**src/rtl/mem_port_arbiter_if.sv**
```systemverilog
// mem_port_arbiter_if: bundle of the two requester handshakes (instruction
// fetch and load/store) plus the shared memory port.
//   slave  : arbiter view (takes requests and mem_rdata, drives grants,
//            read returns and the memory strobe/address/data)
//   master : environment view (requesters and memory), directions reversed
interface mem_port_arbiter_if #(
    parameter int ADDR_WIDTH = 16,
    parameter int DATA_WIDTH = 16
);
    // instruction-fetch requester
    logic                  if_req;
    logic [ADDR_WIDTH-1:0] if_addr;
    logic                  if_gnt;
    logic                  if_rvalid;
    logic [DATA_WIDTH-1:0] if_rdata;
    // load/store requester
    logic                  ls_req;
    logic                  ls_we;
    logic [ADDR_WIDTH-1:0] ls_addr;
    logic [DATA_WIDTH-1:0] ls_wdata;
    logic                  ls_gnt;
    logic                  ls_rvalid;
    logic [DATA_WIDTH-1:0] ls_rdata;
    // memory port
    logic                  mem_en;
    logic                  mem_we;
    logic [ADDR_WIDTH-1:0] mem_addr;
    logic [DATA_WIDTH-1:0] mem_wdata;
    logic [DATA_WIDTH-1:0] mem_rdata;

    modport slave (
        input  if_req, if_addr, ls_req, ls_we, ls_addr, ls_wdata, mem_rdata,
        output if_gnt, if_rvalid, if_rdata, ls_gnt, ls_rvalid, ls_rdata,
               mem_en, mem_we, mem_addr, mem_wdata
    );

    modport master (
        output if_req, if_addr, ls_req, ls_we, ls_addr, ls_wdata, mem_rdata,
        input  if_gnt, if_rvalid, if_rdata, ls_gnt, ls_rvalid, ls_rdata,
               mem_en, mem_we, mem_addr, mem_wdata
    );
endinterface

```
**src/rtl/mem_port_arbiter.sv**
```systemverilog
// mem_port_arbiter: shares one memory port between the instruction-fetch (IF)
// and load/store (LS) requesters. One access is granted at a time; a read
// keeps the port busy for MEM_LATENCY cycles and returns the data to its
// owner. Simultaneous requests are resolved round-robin against the last
// winner.
// Ports:
//   clk    : rising-edge clock
//   resetn : asynchronous active-low reset
//   bus    : slave view of mem_port_arbiter_if (requests, grants, read
//            returns, memory strobe/address/data)
module mem_port_arbiter #(
    parameter int ADDR_WIDTH  = 16,
    parameter int DATA_WIDTH  = 16,
    parameter int MEM_LATENCY = 1    // 1..7
) (
    input  logic                  clk,
    input  logic                  resetn,
    mem_port_arbiter_if.slave     bus
);
    localparam logic [2:0] LAT = 3'(MEM_LATENCY);

    typedef enum logic { IDLE, READ_WAIT } state_t;
    typedef enum logic { OWN_IF, OWN_LS }  owner_t;

    state_t     state, state_nxt;
    owner_t     owner, owner_nxt;
    owner_t     last_owner, last_owner_nxt;
    logic [2:0] wait_cnt, wait_cnt_nxt;

    logic                  pick_if, pick_ls;
    logic                  if_gnt, ls_gnt, if_rvalid, ls_rvalid;
    logic                  mem_en, mem_we;
    logic [ADDR_WIDTH-1:0] mem_addr;
    logic [DATA_WIDTH-1:0] mem_wdata, if_rdata, ls_rdata;

    always_ff @(posedge clk or negedge resetn) begin
        if (!resetn) begin
            state      <= IDLE;
            owner      <= OWN_IF;
            last_owner <= OWN_IF;
            wait_cnt   <= '0;
        end else begin
            state      <= state_nxt;
            owner      <= owner_nxt;
            last_owner <= last_owner_nxt;
            wait_cnt   <= wait_cnt_nxt;
        end
    end

    always_comb begin
        state_nxt      = state;
        owner_nxt      = owner;
        last_owner_nxt = last_owner;
        wait_cnt_nxt   = wait_cnt;
        pick_if        = 1'b0;
        pick_ls        = 1'b0;
        if_gnt         = 1'b0;
        ls_gnt         = 1'b0;
        if_rvalid      = 1'b0;
        ls_rvalid      = 1'b0;
        if_rdata       = '0;
        ls_rdata       = '0;
        mem_en         = 1'b0;
        mem_we         = 1'b0;
        mem_addr       = '0;
        mem_wdata      = '0;

        case (state)
            IDLE: begin
                // Grants are combinational from req, so they are gated by
                // resetn to stay low while reset is held.
                if (resetn) begin
                    pick_ls = bus.ls_req && (!bus.if_req || last_owner == OWN_IF);
                    pick_if = bus.if_req && !pick_ls;
                end
                if (pick_ls) begin
                    ls_gnt         = 1'b1;
                    mem_en         = 1'b1;
                    mem_addr       = bus.ls_addr;
                    last_owner_nxt = OWN_LS;
                    if (bus.ls_we) begin
                        // Stores complete in the grant cycle; stay IDLE.
                        mem_we    = 1'b1;
                        mem_wdata = bus.ls_wdata;
                    end else begin
                        state_nxt    = READ_WAIT;
                        owner_nxt    = OWN_LS;
                        wait_cnt_nxt = LAT;
                    end
                end else if (pick_if) begin
                    if_gnt         = 1'b1;
                    mem_en         = 1'b1;
                    mem_addr       = bus.if_addr;
                    last_owner_nxt = OWN_IF;
                    state_nxt      = READ_WAIT;
                    owner_nxt      = OWN_IF;
                    wait_cnt_nxt   = LAT;
                end
            end
            READ_WAIT: begin
                wait_cnt_nxt = wait_cnt - 3'd1;
                // Counter value 1 marks the cycle the memory data is valid.
                if (wait_cnt == 3'd1) begin
                    state_nxt = IDLE;
                    if (owner == OWN_LS) begin
                        ls_rvalid = 1'b1;
                        ls_rdata  = bus.mem_rdata;
                    end else begin
                        if_rvalid = 1'b1;
                        if_rdata  = bus.mem_rdata;
                    end
                end
            end
            default: state_nxt = IDLE;
        endcase
    end

    assign bus.if_gnt    = if_gnt;
    assign bus.if_rvalid = if_rvalid;
    assign bus.if_rdata  = if_rdata;
    assign bus.ls_gnt    = ls_gnt;
    assign bus.ls_rvalid = ls_rvalid;
    assign bus.ls_rdata  = ls_rdata;
    assign bus.mem_en    = mem_en;
    assign bus.mem_we    = mem_we;
    assign bus.mem_addr  = mem_addr;
    assign bus.mem_wdata = mem_wdata;
endmodule

```
**src/flat_wrapper.sv**
```systemverilog
// flat-port wrapper written by rule: the top's interface ports become plain ports
module mem_port_arbiter_flat 
#(
    parameter int ADDR_WIDTH  = 16,
    parameter int DATA_WIDTH  = 16,
    parameter int MEM_LATENCY = 1           
)
  (clk, resetn, bus_if_req, bus_if_addr, bus_ls_req, bus_ls_we, bus_ls_addr, bus_ls_wdata, bus_mem_rdata, bus_if_gnt, bus_if_rvalid, bus_if_rdata, bus_ls_gnt, bus_ls_rvalid, bus_ls_rdata, bus_mem_en, bus_mem_we, bus_mem_addr, bus_mem_wdata);
  mem_port_arbiter_if #(.ADDR_WIDTH(ADDR_WIDTH), .DATA_WIDTH(DATA_WIDTH)) bus_i ();
  input  logic clk;
  input  logic resetn;
  input wire logic [$bits(bus_i.if_req)-1:0] bus_if_req;
  input wire logic [$bits(bus_i.if_addr)-1:0] bus_if_addr;
  input wire logic [$bits(bus_i.ls_req)-1:0] bus_ls_req;
  input wire logic [$bits(bus_i.ls_we)-1:0] bus_ls_we;
  input wire logic [$bits(bus_i.ls_addr)-1:0] bus_ls_addr;
  input wire logic [$bits(bus_i.ls_wdata)-1:0] bus_ls_wdata;
  input wire logic [$bits(bus_i.mem_rdata)-1:0] bus_mem_rdata;
  output wire logic [$bits(bus_i.if_gnt)-1:0] bus_if_gnt;
  output wire logic [$bits(bus_i.if_rvalid)-1:0] bus_if_rvalid;
  output wire logic [$bits(bus_i.if_rdata)-1:0] bus_if_rdata;
  output wire logic [$bits(bus_i.ls_gnt)-1:0] bus_ls_gnt;
  output wire logic [$bits(bus_i.ls_rvalid)-1:0] bus_ls_rvalid;
  output wire logic [$bits(bus_i.ls_rdata)-1:0] bus_ls_rdata;
  output wire logic [$bits(bus_i.mem_en)-1:0] bus_mem_en;
  output wire logic [$bits(bus_i.mem_we)-1:0] bus_mem_we;
  output wire logic [$bits(bus_i.mem_addr)-1:0] bus_mem_addr;
  output wire logic [$bits(bus_i.mem_wdata)-1:0] bus_mem_wdata;
  assign bus_i.if_req = bus_if_req;
  assign bus_i.if_addr = bus_if_addr;
  assign bus_i.ls_req = bus_ls_req;
  assign bus_i.ls_we = bus_ls_we;
  assign bus_i.ls_addr = bus_ls_addr;
  assign bus_i.ls_wdata = bus_ls_wdata;
  assign bus_i.mem_rdata = bus_mem_rdata;
  assign bus_if_gnt = bus_i.if_gnt;
  assign bus_if_rvalid = bus_i.if_rvalid;
  assign bus_if_rdata = bus_i.if_rdata;
  assign bus_ls_gnt = bus_i.ls_gnt;
  assign bus_ls_rvalid = bus_i.ls_rvalid;
  assign bus_ls_rdata = bus_i.ls_rdata;
  assign bus_mem_en = bus_i.mem_en;
  assign bus_mem_we = bus_i.mem_we;
  assign bus_mem_addr = bus_i.mem_addr;
  assign bus_mem_wdata = bus_i.mem_wdata;
  mem_port_arbiter #(.ADDR_WIDTH(ADDR_WIDTH), .DATA_WIDTH(DATA_WIDTH), .MEM_LATENCY(MEM_LATENCY)) u_core (.clk(clk), .resetn(resetn), .bus(bus_i));
endmodule
```
**config.mk**
```make
export PLATFORM = sky130hd
export DESIGN_NAME = mem_port_arbiter_flat
export DESIGN_NICKNAME = d
export VERILOG_FILES = /design/src/rtl/mem_port_arbiter_if.sv /design/src/rtl/mem_port_arbiter.sv /design/src/flat_wrapper.sv
export SDC_FILE = /design/constraint.sdc
export NUM_CORES = 1
export LEC_CHECK = 0
export BUFFER_PORTS_ARGS = -buffer_cell sky130_fd_sc_hd__buf_2
export CORE_MARGIN = 8
export CORE_UTILIZATION = 32
export CTS_BUF_LIST = sky130_fd_sc_hd__clkbuf_8
export DETAILED_ROUTE_END_ITERATION = 8
export PLACE_DENSITY = 0.95
export SETUP_SLACK_MARGIN = 0.4
export SYNTH_ARGS = -nofsm -noshare
export SYNTH_HDL_FRONTEND = slang
export SYNTH_SLANG_ARGS = --single-unit
```
**constraint.sdc**
```tcl
create_clock -name clk -period 2.24 [get_ports clk]
set_clock_uncertainty 0.2 [all_clocks]
set_input_delay 0 -clock clk [delete_from_list [all_inputs] [get_ports clk]]
set_output_delay 0 -clock clk [all_outputs]
set_load 0.01 [all_outputs]
```
Word level (Yosys, flattened, before mapping) --
Cells that the tools add are included.
Storage, ports and cells: word-level logic and storage cells 64, output and inout port bits 70, input bits 69, register bits after elaboration 6
Operators by class: add/subtract/negate cells 1, equal/unequal tests 4, reduce and logical (&&, ||, !) cells 9, mux-type cells 44, bitwise logic cells 2
Operators with widths (number):
- 16-bit 2-to-1 mux | 12
- 1-bit 2-to-1 mux | 27
- 3-bit 2-to-1 mux | 3
- 3-bit case mux with 2 select lines | 1
- 2-bit AND reduction | 2
- 3-bit by 1-bit equality test with 1-bit output (second input constant) | 1
- 3-bit by 1-bit != test with 1-bit output (second input constant) | 1
- 3-bit != test (second input constant) | 1
- 3-bit AND reduction | 1
- 3-bit by 1-bit subtractor with 3-bit output (second input constant) | 1
- 1-bit logical AND | 2
- 1-bit logical NOT | 2
- 2-bit != test (second input constant) | 1
- 1-bit inverter | 2
- 1-bit case mux with 2 select lines | 1
- 2-bit nonzero test | 1
- 1-bit logical OR | 1

Logic depth before layout (Yosys ltp) --
Gate-level depths: netlist (run 1).
word-level depth 10, gate-level depth with buffers 7, gate-level depth less buffers 5

Least setup slack after synthesis (run 1) --
No wires, ideal clock.
path type register to output, from register u_core.wait_cnt[1], to output bus_if_rdata[10], setup slack 709 ps, data arrival time 1331 ps, buffers on the path 1, data required time 2040 ps, cell stages (with the launch flop) 7, cells stage by stage dfrtp_1 inv_1 ha_1 nand2b_1 nor3b_2 buf_2 and2_1
Between the ends: cells in the longest elaborated chain, start to end 3
RTL lines:
- start, declared | RTL line mem_port_arbiter.sv:28 | logic [2:0] wait_cnt, wait_cnt_nxt;
- start signal, assigned | RTL line mem_port_arbiter.sv:46 | wait_cnt <= wait_cnt_nxt;
- 3-bit by 1-bit equality test with 1-bit output | RTL line mem_port_arbiter.sv:103 | if (wait_cnt == 3'd1) begin
- 16-bit 2-to-1 mux | RTL line mem_port_arbiter.sv:103
- 16-bit 2-to-1 mux | RTL line mem_port_arbiter.sv:68 | case (state)
- end, declared | RTL line flat_wrapper.sv:21 | output wire logic [$bits(bus_i.if_rdata)-1:0] bus_if_rdata;
Every way passes these cells.

Worst setup path in the final report (run 1) --
Same ends and word-level chain as after synthesis.

==> results of run 1 <==
## cells by family after synthesis
kind of cell / count (synthesis) / share of synthesized area (%)
buffers and inverters: 14 / 12.3
flip-flops: 6 / 16.8
XOR/XNOR: 2 / 1.96
AO/OA/AOI/OAI: 25 / 23.1
adder cells (fa/ha/maj): 2 / 2.80
AND/OR/NAND/NOR: 60 / 42.9
## worst min-delay path by stage
stage	from	end	slack, ns	depth (start not counted)
global placement	resetn	u_core.wait_cnt[1]$_DFFE_PN0P_	-0.36	1
detailed placement	resetn	u_core.wait_cnt[1]$_DFFE_PN0P_	-0.36	1
CTS	resetn	u_core.wait_cnt[1]$_DFFE_PN0P_	0.01	2
finish	resetn	u_core.wait_cnt[2]$_DFFE_PN0P_	0.009	2
floorplan	resetn	u_core.last_owner$_DFFE_PN0P_	-0.50	0
global route	resetn	u_core.wait_cnt[2]$_DFFE_PN0P_	0.04	2
## metrics by stage
stage          instance area (sq um)  hold WS, ns  util [%]  std cells
2_1_floorplan                    892       -0.496         -        109
3_3_place_gp                    1540       -0.364      56.7        269
3_5_place_dp                    1540       -0.363      56.7        269
4_1_cts                         1640       0.0113      60.3        277
5_1_grt                         1700       0.0441      62.9        282
6_report                        1700      0.00938      62.9        282
## synthesized netlist by cell type
| cell type | number | share of area (%) |
|---|---|---|
| o21a_1 | 1 | 0.84 |
| buf_2 | 1 | 0.56 |
| buf_4 | 1 | 0.84 |
| nand2b_1 | 2 | 1.4 |
| a221oi_1 | 1 | 0.98 |
| nor2b_2 | 1 | 0.98 |
| a31o_2 | 1 | 0.98 |
| and2_1 | 33 | 23 |
| nand2_1 | 2 | 0.84 |
| and3_4 | 1 | 1.3 |
| a21oi_1 | 2 | 1.1 |
| dfrtp_1 | 6 | 17 |
| a22o_1 | 17 | 17 |
| inv_1 | 3 | 1.3 |
| nor3b_2 | 1 | 1.4 |
| a31oi_1 | 2 | 1.4 |
| buf_6 | 7 | 8.8 |
| ha_1 | 2 | 2.8 |
| nor2_1 | 2 | 0.84 |
| clkbuf_1 | 2 | 0.84 |
| xor2_1 | 2 | 2.0 |
| and3_1 | 17 | 12 |
| and4b_1 | 1 | 1.1 |
| a221o_1 | 1 | 1.1 |
## power breakdown
part	switching (W)	total [W]	internal, W
registers	0.0000650	0.000235	0.000170
logic	0.000373	0.000798	0.000425
clock network	0.0000425	0.000158	0.000115
total	0.000481	0.00119	0.000709
## critical path, cell delays in order, from the launching register on
cell and delay (ns):
dfrtp_1 0.38, inv_2 0.08, ha_4 0.14, nand2b_4 0.06, nor3b_4 0.23, buf_4 0.18, and2_1 0.13, buf_2 0.13
## state kept, by name, indices dropped and copies added (netlist names)
signal             flops
u_core.owner           1
u_core.state           1
u_core.wait_cnt        3
u_core.last_owner      1
## routing by layer
metal | up-vias | wire length (um) | global-route usage (%)
li1 | 670 | - | -
met1 | 592 | 1390 | 14.4
met4 | 0 | 0 | 5.51
met5 | - | 0 | 0
met2 | 91 | 2090 | 27.8
met3 | 0 | 708 | 7.27
## cells in the final DEF, fill, tap and decap left out
cell / n
buf_4: 5
dfrtp_2: 2
buf_6: 2
inv_2: 1
and4b_2: 1
inv_1: 2
a22o_1: 17
nor2_1: 2
nor3b_4: 1
ha_1: 1
nand2b_4: 1
a21oi_1: 2
and2_1: 33
a31o_2: 1
dfrtp_1: 4
a31oi_1: 2
ha_4: 1
o21a_1: 1
nand2_1: 2
clkbuf_8: 3
nor2b_4: 1
and3_4: 1
nand2b_1: 1
a221oi_1: 1
a221o_1: 1
xor2_1: 2
dlygate4sd3_1: 4
buf_2: 139
and3_1: 17
## cell type report
cell class / instances / area, sq um / area share [%]
clock buffers: 3 / 41.3 / 2.42
inverters: 3 / 11.3 / 0.661
multi-input cells: 89 / 664 / 39.0
flip-flops and latches: 6 / 153 / 8.96
well taps: 31 / 38.8 / 2.28
repair buffers: 150 / 796 / 46.7
## what timing repair did
action | CTS | global route
hold buffers | 4 | 0
cloned | 0 | 2
endpoints found under the setup margin | 34 | 66
endpoints found under the hold margin | 10 | 0
setup buffers | 1 | 3
resized for setup | 2 | 10
==> flow_summary_export.csv, run 1 <==
group,metric,value,unit
run_status,run_status,"complete, no violations",
power_and_ir_drop,report.power.total,0.00119,W
global_routing,grt_max_degree,36,
sta,period_needed,1.77,ns
synth,synth_cell_types,24,
floorplanning,die_x,68.8,um
place,hpwl,3580,um
worst_setup_path,reg2reg_depth,5,
clocking,cts_tree,"built",
synth,synth-seq-area-share,16.8,%
worst_setup_path,worstSetupPathType,"reg -> out",
clocking,numCtsBuffers,3,
worst_setup_path,startpoint,"u_core.wait_cnt[1]$_DFFE_PN0P_",
worst_setup_path,cp-start-kind,"flop",
clocking,cts_sinks,6,
clocking,cts.clk_slew.worst_paths,0.04,ns
routing,wl_per_cell,14.9,um
synth,synth-seq-cells,6,
sta,final.period_utilization,79.0,%
run,drv_cap,0,
global_routing,track_usage,15.1,%
cells_and_area,final_layout_size_suffix_gt1_share,63.3,%
worst_setup_path,cp_max_fo,8,
clocking,cts_root_buf,"clkbuf_8",
routing,drt_iter0_drc,37,
synth,netlist_area,892,sq um
worst_setup_path,r2r_setup_slack,0.51,ns
cells_and_area,num_antenna_cells,0,
power_and_ir_drop,ir_drop,0.000516,V
routing,drc_errors,0,
routing,vias,1353,
clocking,htree_levels,1,
worst_setup_path,arrival,1.57,ns
worst_setup_path,required,2.04,ns
power_and_ir_drop,power_density,698,nW/um^2
floorplanning,start_util,32.9,%
global_routing,overflow,0,
routing,firstDrtPassIters,4,
floorplanning,dieArea,4730,sq um
sta,finalSetupTns,0,ns
floorplanning,rows,19,
worst_hold_path,holdCritPathClass,"in -> async",
floorplanning,ios,139,
floorplanning,die_y,68.8,um
worst_setup_path,end_kind,"primary output",
global_routing,grt_first_pass_wirelength,5700,um
routing,drt_wl_total,4200,um
routing,ant_nets,0,
synth,ys_warn_count,0,
worst_setup_path,r2r_end,"u_core.last_owner$_DFFE_PN0P_",
place,io_buffers,138,
sta,max_freq,0.565,GHz
place,place_ws,0.483,ns
power_and_ir_drop,p_leak,1.15,nW
clocking,cts_buffer_depth,2,
global_routing,grt_pass1_vias,1337,
synth,avgSynthCellArea,8.18,sq um
sta,tightestPinTransition,0.301,ns
sta,max_slew_margin,79.9,%
sta,drv_slew,0,
sta,finalSetupViolCount,0,
routing,vias_per_cell,4.80,
sta,setup_slack,0.471,ns
global_routing,antenna_found_initial,0,
sta,hold_viol,0,
worst_setup_path,timing.rr.start,"u_core.state$_DFF_PN0_",
place,gp_congestion,0.718,
worst_setup_path,cp-endpoint,"bus_if_rdata[10]",
cells_and_area,area_delta_synth_final,91.0,%
clocking,clock_latency,0.22,ns
synth,netlist_instances,109,
cells_and_area,n_fill_cell,235,
sta,grt_setup_unrepaired,"false",
floorplanning,core-area,2710,sq um
synth,syn-num-nets,180,
cells_and_area,fin_nets,324,
Note: power is estimated with default switching activity, not from simulation.
==> inputs of run 2 (changes only) <==
Settings changed: CORE_UTILIZATION 32 to 30, PLACE_DENSITY 0.95 to 0.91.
Clock period 2.24 ns to 1.9 ns, I/O delays scaled along.
==> run 2 against run 1 <==
  * Die area up 5.1%
  * Final cell count up 3.2%
  * First-iteration DRC count up 32%
  * Core utilization up 7.9 points
  * Critical path depth down 2
  * Flip-flop and latch count unchanged
  * Hold slack better by 0.016 ns
  * Via count up 6.0%
  * Largest power group unchanged
==> flow_summary_export.csv, run 2 (synthesis gave the netlist of run 1 again) <==
group,metric,value,unit
routing,vias,1434,
cells_and_area,seq_area,151,sq um
routing,drt_wl_total,5060,um
clocking,numCtsBuffers,3,
place,place_inst,270,
global_routing,antenna_found_initial,0,
floorplanning,dieArea,4970,sq um
cells_and_area,final_common_cell,"buf_2",
floorplanning,core-area,2780,sq um
place,io_buffers,138,
cells_and_area,regMostFlops,"u_core.wait_cnt",
cells_and_area,num_antenna_cells,0,
cells_and_area,area_delta_synth_final,121,%
global_routing,grt_first_pass_wirelength,7240,um
power_and_ir_drop,power_density,843,nW/um^2
floorplanning,ios,139,
sta,finalSetupTns,0,ns
global_routing,grt_max_degree,20,
worst_setup_path,slowest_stage,"dfrtp_2",
sta,tightestPinTransition,0.328,ns
worst_setup_path,crit_chain,"nor2b_4, and3_4, clkbuf_16, and3_4, buf_6",
routing,vias_per_cell,4.93,
floorplanning,die_y,70.5,um
sta,max_freq,0.574,GHz
clocking,cts_buffer_depth,2,
run_status,run_status,"complete, no violations",
cells_and_area,largest_reg_flops,3,
sta,finalSetupViolCount,0,
place,gp_congestion,0.728,
floorplanning,rows,19,
clocking,cts.clk_slew.worst_paths,0.03,ns
sta,setup_slack,0.158,ns
worst_setup_path,path_common_cell,"and3_4",
worst_setup_path,cp-start-kind,"flop",
worst_setup_path,cpPeakStageDelay,0.42,ns
routing,ant_nets,0,
clocking,cts_sinks,6,
cells_and_area,final_layout_size_suffix_gt1_share,68.8,%
power_and_ir_drop,ir_drop,0.000696,V
worst_setup_path,cp_max_fo,5,
sta,drv_slew,0,
routing,wl_per_cell,17.4,um
cells_and_area,design_area,1970,sq um
cells_and_area,layout_common_cells,"buf_2, and2_1, a22o_1",
global_routing,grt_pass1_vias,1485,
sta,max_slew_margin,78.1,%
worst_setup_path,end_kind,"primary output",
clocking,clock_latency,0.22,ns
global_routing,track_usage,17.3,%
cells_and_area,n_fill_cell,220,
worst_setup_path,required,1.70,ns
clocking,cts_root_buf,"clkbuf_8",
routing,drc_errors,0,
run,drv_cap,0,
sta,grt_setup_unrepaired,"true",
place,place_area,1560,sq um
place,place_ws,0.280,ns
sta,period_needed,1.74,ns
global_routing,overflow,0,
routing,firstDrtPassIters,4,
worst_setup_path,arrival,1.54,ns
worst_setup_path,worstSetupPathType,"reg -> out",
sta,hold_viol,0,
power_and_ir_drop,p_leak,1.23,nW
cells_and_area,fin_nets,333,
cells_and_area,fin_cells,291,
clocking,htree_levels,1,
routing,drt_iter0_drc,49,
cells_and_area,multi_input_area,723,sq um
floorplanning,start_util,32.1,%
sta,final.period_utilization,91.7,%
clocking,cts_tree,"built",
worst_hold_path,holdCritPathClass,"in -> async",
floorplanning,die_x,70.5,um
[run 2: cell count changes in the layout (fill, tap and decap cells not counted), moves of 2 or more]
cell | before | now
and2_1 | 33 | 29
and2_4 | 0 | 4
and3_1 | 17 | 12
and3_4 | 1 | 6
buf_16 | 0 | 2
buf_2 | 139 | 127
buf_4 | 5 | 9
buf_6 | 2 | 15
[run 2: stage by stage]
step / total power, W / utilization, % / hold WS [ns]
after detailed placement: 0.00106 / 56.0 / -0.361
after CTS: 0.00155 / 65.5 / 0.0167
after global placement: 0.00104 / 56.0 / -0.360
final: 0.00166 / 70.8 / 0.0254
after global routing: 0.00178 / 70.8 / 0.0483
after floorplan: 0.000800 / - / -0.496
[run 2: routing by layer]
metal | track usage [%] | up-vias | part of all wire [%] | wire (um)
li1 | - | 695 | - | -
met1 | 17.4 | 637 | 38 | 1910
met2 | 32.0 | 98 | 50 | 2550
met3 | 8.23 | 4 | 11 | 560
met4 | 3.28 | 0 | 0.79 | 40
met5 | 0 | - | 0 | 0
[run 2: final timing paths]
kind,start,end,slack (ns),cells past startpoint
min,resetn,u_core.last_owner$_DFFE_PN0P_,0.03,2
max reg2reg,u_core.wait_cnt[1]$_DFFE_PN0P_,u_core.state$_DFF_PN0_,0.24,7
max in group asynchronous,resetn,u_core.state$_DFF_PN0_,1.21,2
min in group clk,bus_if_req,u_core.wait_cnt[2]$_DFFE_PN0P_,0.05,3
min reg2reg,u_core.last_owner$_DFFE_PN0P_,u_core.last_owner$_DFFE_PN0P_,0.34,1
max,u_core.state$_DFF_PN0_,bus_mem_wdata[3],0.16,5
[run 2: where the power goes]
part	internal [W]	switching, W	total (W)	leakage, nW
combinational	0.000665	0.000534	0.00120	1.13
clock	0.000136	0.0000495	0.000185	0.0216
sequential	0.000198	0.0000766	0.000274	0.0700
total	0.000999	0.000660	0.00166	1.23
[run 2: what timing repair did]
action                     4_1_cts  5_1_grt
setup endpoints to repair       70       72
resized for setup               16       22
pin swaps                       11       11
buffers inserted                 8        1
cloned                           4        2
hold endpoints to repair         9        0
hold buffers                     3        0
[run 2: critical path, delay by kind of cell (launching register included)]
family | cells | cell delay (ns)
buffers and inverters | 2 | 0.27
DFF | 1 | 0.42
and+or+nand+nor | 3 | 0.63
[run 2: area by class of cell]
class	count	area share, %
inverters	3	0.572
well taps	31	1.97
repair buffers	158	50.9
flip-flops and latches	6	7.69
clock buffers	3	2.10
multi-input cells	90	36.7
==> inputs of run 3 (changes only) <==
Settings changed: CORE_UTILIZATION 30 to 27, PLACE_DENSITY 0.91 to 0.86.
Clock period 1.9 ns to 1.48 ns, I/O delays scaled along.
==> run 3 against run 2 <==
  * The flow now finishes with violations (negative hold slack, negative setup slack)
  * Combinational power up 66%
  * Clock power grew 30%
  * Register-to-register slack worse by 0.42 ns
  * Die area grew 8.5%
  * Sequential power is 22% higher
  * Via count rose by 6.4%
  * Routed wire length grew 11%
  * Total power up 55%
==> flow_summary_export.csv, run 3 (synthesis gave the netlist of run 1 again) <==
group,metric,value,unit
sta,setup_slack,-0.267,ns
power_and_ir_drop,combPwrFrac,77.6,%
power_and_ir_drop,p_sw_share,37.9,%
sta,drv_slew,0,
sta,max_freq,0.573,GHz
routing,vias_per_cell,4.78,
routing,firstDrtPassIters,4,
routing,wl_per_cell,17.6,um
global_routing,antenna_found_initial,0,
power_and_ir_drop,seq_power_share,13.1,%
floorplanning,die_y,73.5,um
sta,period_needed,1.75,ns
worst_setup_path,cp_max_fo,4,
clocking,cts.clk_slew.worst_paths,0.04,ns
cells_and_area,largest_reg_flops,3,
power_and_ir_drop,p_leak,1.33,nW
power_and_ir_drop,power_frac_clock,9.3,%
routing,drt_wl_total,5620,um
worst_hold_path,min-delay-start,"resetn",
routing,drc_errors,0,
worst_setup_path,startpoint,"u_core.wait_cnt[1]$_DFFE_PN0P_",
worst_hold_path,holdCritPathClass,"in -> reg",
worst_setup_path,critical_path_buf_inv_count,3,
global_routing,overflow,0,
sta,grt_setup_unrepaired,"true",
sta,finalSetupTns,-13.63,ns
worst_setup_path,cp-start-kind,"flop",
place,place_ws,-0.0455,ns
cells_and_area,layout_common_cells,"buf_2, buf_6, and2_4",
run_status,violations,"negative hold slack, negative setup slack",
routing,ant_nets,0,
power_and_ir_drop,p_int,0.00159,W
run,drv_cap,0,
cells_and_area,regMostFlops,"u_core.wait_cnt",
clocking,cts_sinks,6,
routing,vias,1526,
cells_and_area,final_common_cell,"buf_2",
power_and_ir_drop,power_density,1090,nW/um^2
sta,final.period_utilization,118,%
clocking,cts_tree,"built",
place,io_buffers,138,
worst_setup_path,end_kind,"primary output",
worst_setup_path,required,1.28,ns
cells_and_area,final_layout_size_suffix_gt1_share,79.1,%
place,hpwl,3720,um
floorplanning,rows,21,
worst_setup_path,worstSetupPathType,"reg -> out",
run_status,run_status,"finished with violations",
sta,hold_viol,1,
worst_setup_path,slowest_stage,"dfrtp_1",
floorplanning,die_x,73.5,um
place,gp_congestion,0.762,
global_routing,track_usage,18.4,%
clocking,cts_buffer_depth,2,
floorplanning,dieArea,5400,sq um
clocking,numCtsBuffers,3,
sta,whs,-0.0532,ns
global_routing,grt_first_pass_wirelength,7890,um
sta,finalSetupViolCount,71,
power_and_ir_drop,ir_drop,0.000655,V
floorplanning,core-area,3260,sq um
cells_and_area,fin_nets,346,
worst_setup_path,timing.rr.start,"u_core.wait_cnt[1]$_DFFE_PN0P_",
sta,max_slew_margin,81.2,%
clocking,clock_latency,0.22,ns
cells_and_area,num_antenna_cells,0,
worst_setup_path,cpPeakStageDelay,0.38,ns
cells_and_area,area_delta_synth_final,163,%
power_and_ir_drop,p_sw,0.000971,W
floorplanning,ios,139,
clocking,cts_hold_repair.buffers,3,
global_routing,grt_pass1_vias,1618,
clocking,cts_root_buf,"clkbuf_8",
worst_setup_path,crit_chain,"inv_2, ha_4, nand2b_4, nor3b_4, buf_4, and2_4, buf_6",
worst_setup_path,crit_family,"simple AND/OR/NAND/NOR gates",
cells_and_area,n_fill_cell,263,
global_routing,grt_max_degree,18,
floorplanning,start_util,27.4,%
worst_setup_path,arrival,1.55,ns
sta,tightestPinTransition,0.281,ns
routing,drt_iter0_drc,43,
clocking,htree_levels,1,
## run 3: cell count changes in the layout (fill, tap and decap cells not counted), moves of 4 or more
cell	previous run	this run
and3_4	6	14
and3_1	12	6
buf_4	9	13
buf_2	127	106
and2_1	29	13
and2_4	4	20
buf_6	15	45
## run 3: power by group through the flow
stage / Combinational, W / Clock (W) / Sequential (W)
finish: 0.00199 / 0.000240 / 0.000335
global route: 0.00212 / 0.000255 / 0.000345
CTS: 0.00178 / 0.000245 / 0.000334
detailed placement: 0.00121 / 0 / 0.000324
global placement: 0.00118 / 0 / 0.000319
floorplan: 0.000806 / 0 / 0.000302
## run 3: final timing paths
kind	to	slack, ns	cells after the start
max	bus_if_rdata[7]	-0.27	7
min	u_core.wait_cnt[0]$_DFFE_PN0P_	-0.05	3
max reg2reg	u_core.state$_DFF_PN0_	-0.18	7
min reg2reg	u_core.last_owner$_DFFE_PN0P_	0.40	2
max in group asynchronous	u_core.wait_cnt[0]$_DFFE_PN0P_	0.75	3
min in group asynchronous	u_core.state$_DFF_PN0_	0.11	3
## run 3: through the flow
step,utilization (%),hold slack [ns],instances,cell area (sq um),power (W)
after floorplan,-,-0.496,109,996,0.00111
after global placement,52.9,-0.285,293,1720,0.00149
after detailed placement,52.9,-0.282,293,1720,0.00153
after CTS,68.2,-0.0604,315,2220,0.00236
after global routing,71.9,-0.0429,319,2340,0.00272
final,71.9,-0.0532,319,2340,0.00256
## run 3: cell type report
type                    instances  area, sq um  area share [%]
repair buffers                170         1240            52.9
flip-flops and latches          6          150            6.41
multi-input cells              91          838            35.8
inverters                       3         16.3           0.694
clock buffers                   3         41.3            1.76
well taps                      46         57.6            2.46
## run 3: repair_timing
action | CTS | global route
endpoints found under the hold margin | 9 | 1
resized for setup | 54 | 22
gates cloned | 7 | 1
buffers inserted | 9 | 3
setup endpoints to repair | 76 | 76
pin swaps | 15 | 9
## run 3: layer usage
metal  up-vias  routed length, um  GRT usage [%]
met5         -                  0              0
met4         0                 73           5.10
met3         7                658           6.82
met2        98               2940           35.4
met1       692               1950           17.6
li1        729                  -              -
## run 3: worst register-to-register path, cell delays in order, from the launching register on
cell and delay [ns]:
dfrtp_1 0.38, inv_2 0.08, ha_4 0.14, nand2b_4 0.07, buf_4 0.13, buf_4 0.12, buf_4 0.12, a221o_1 0.31
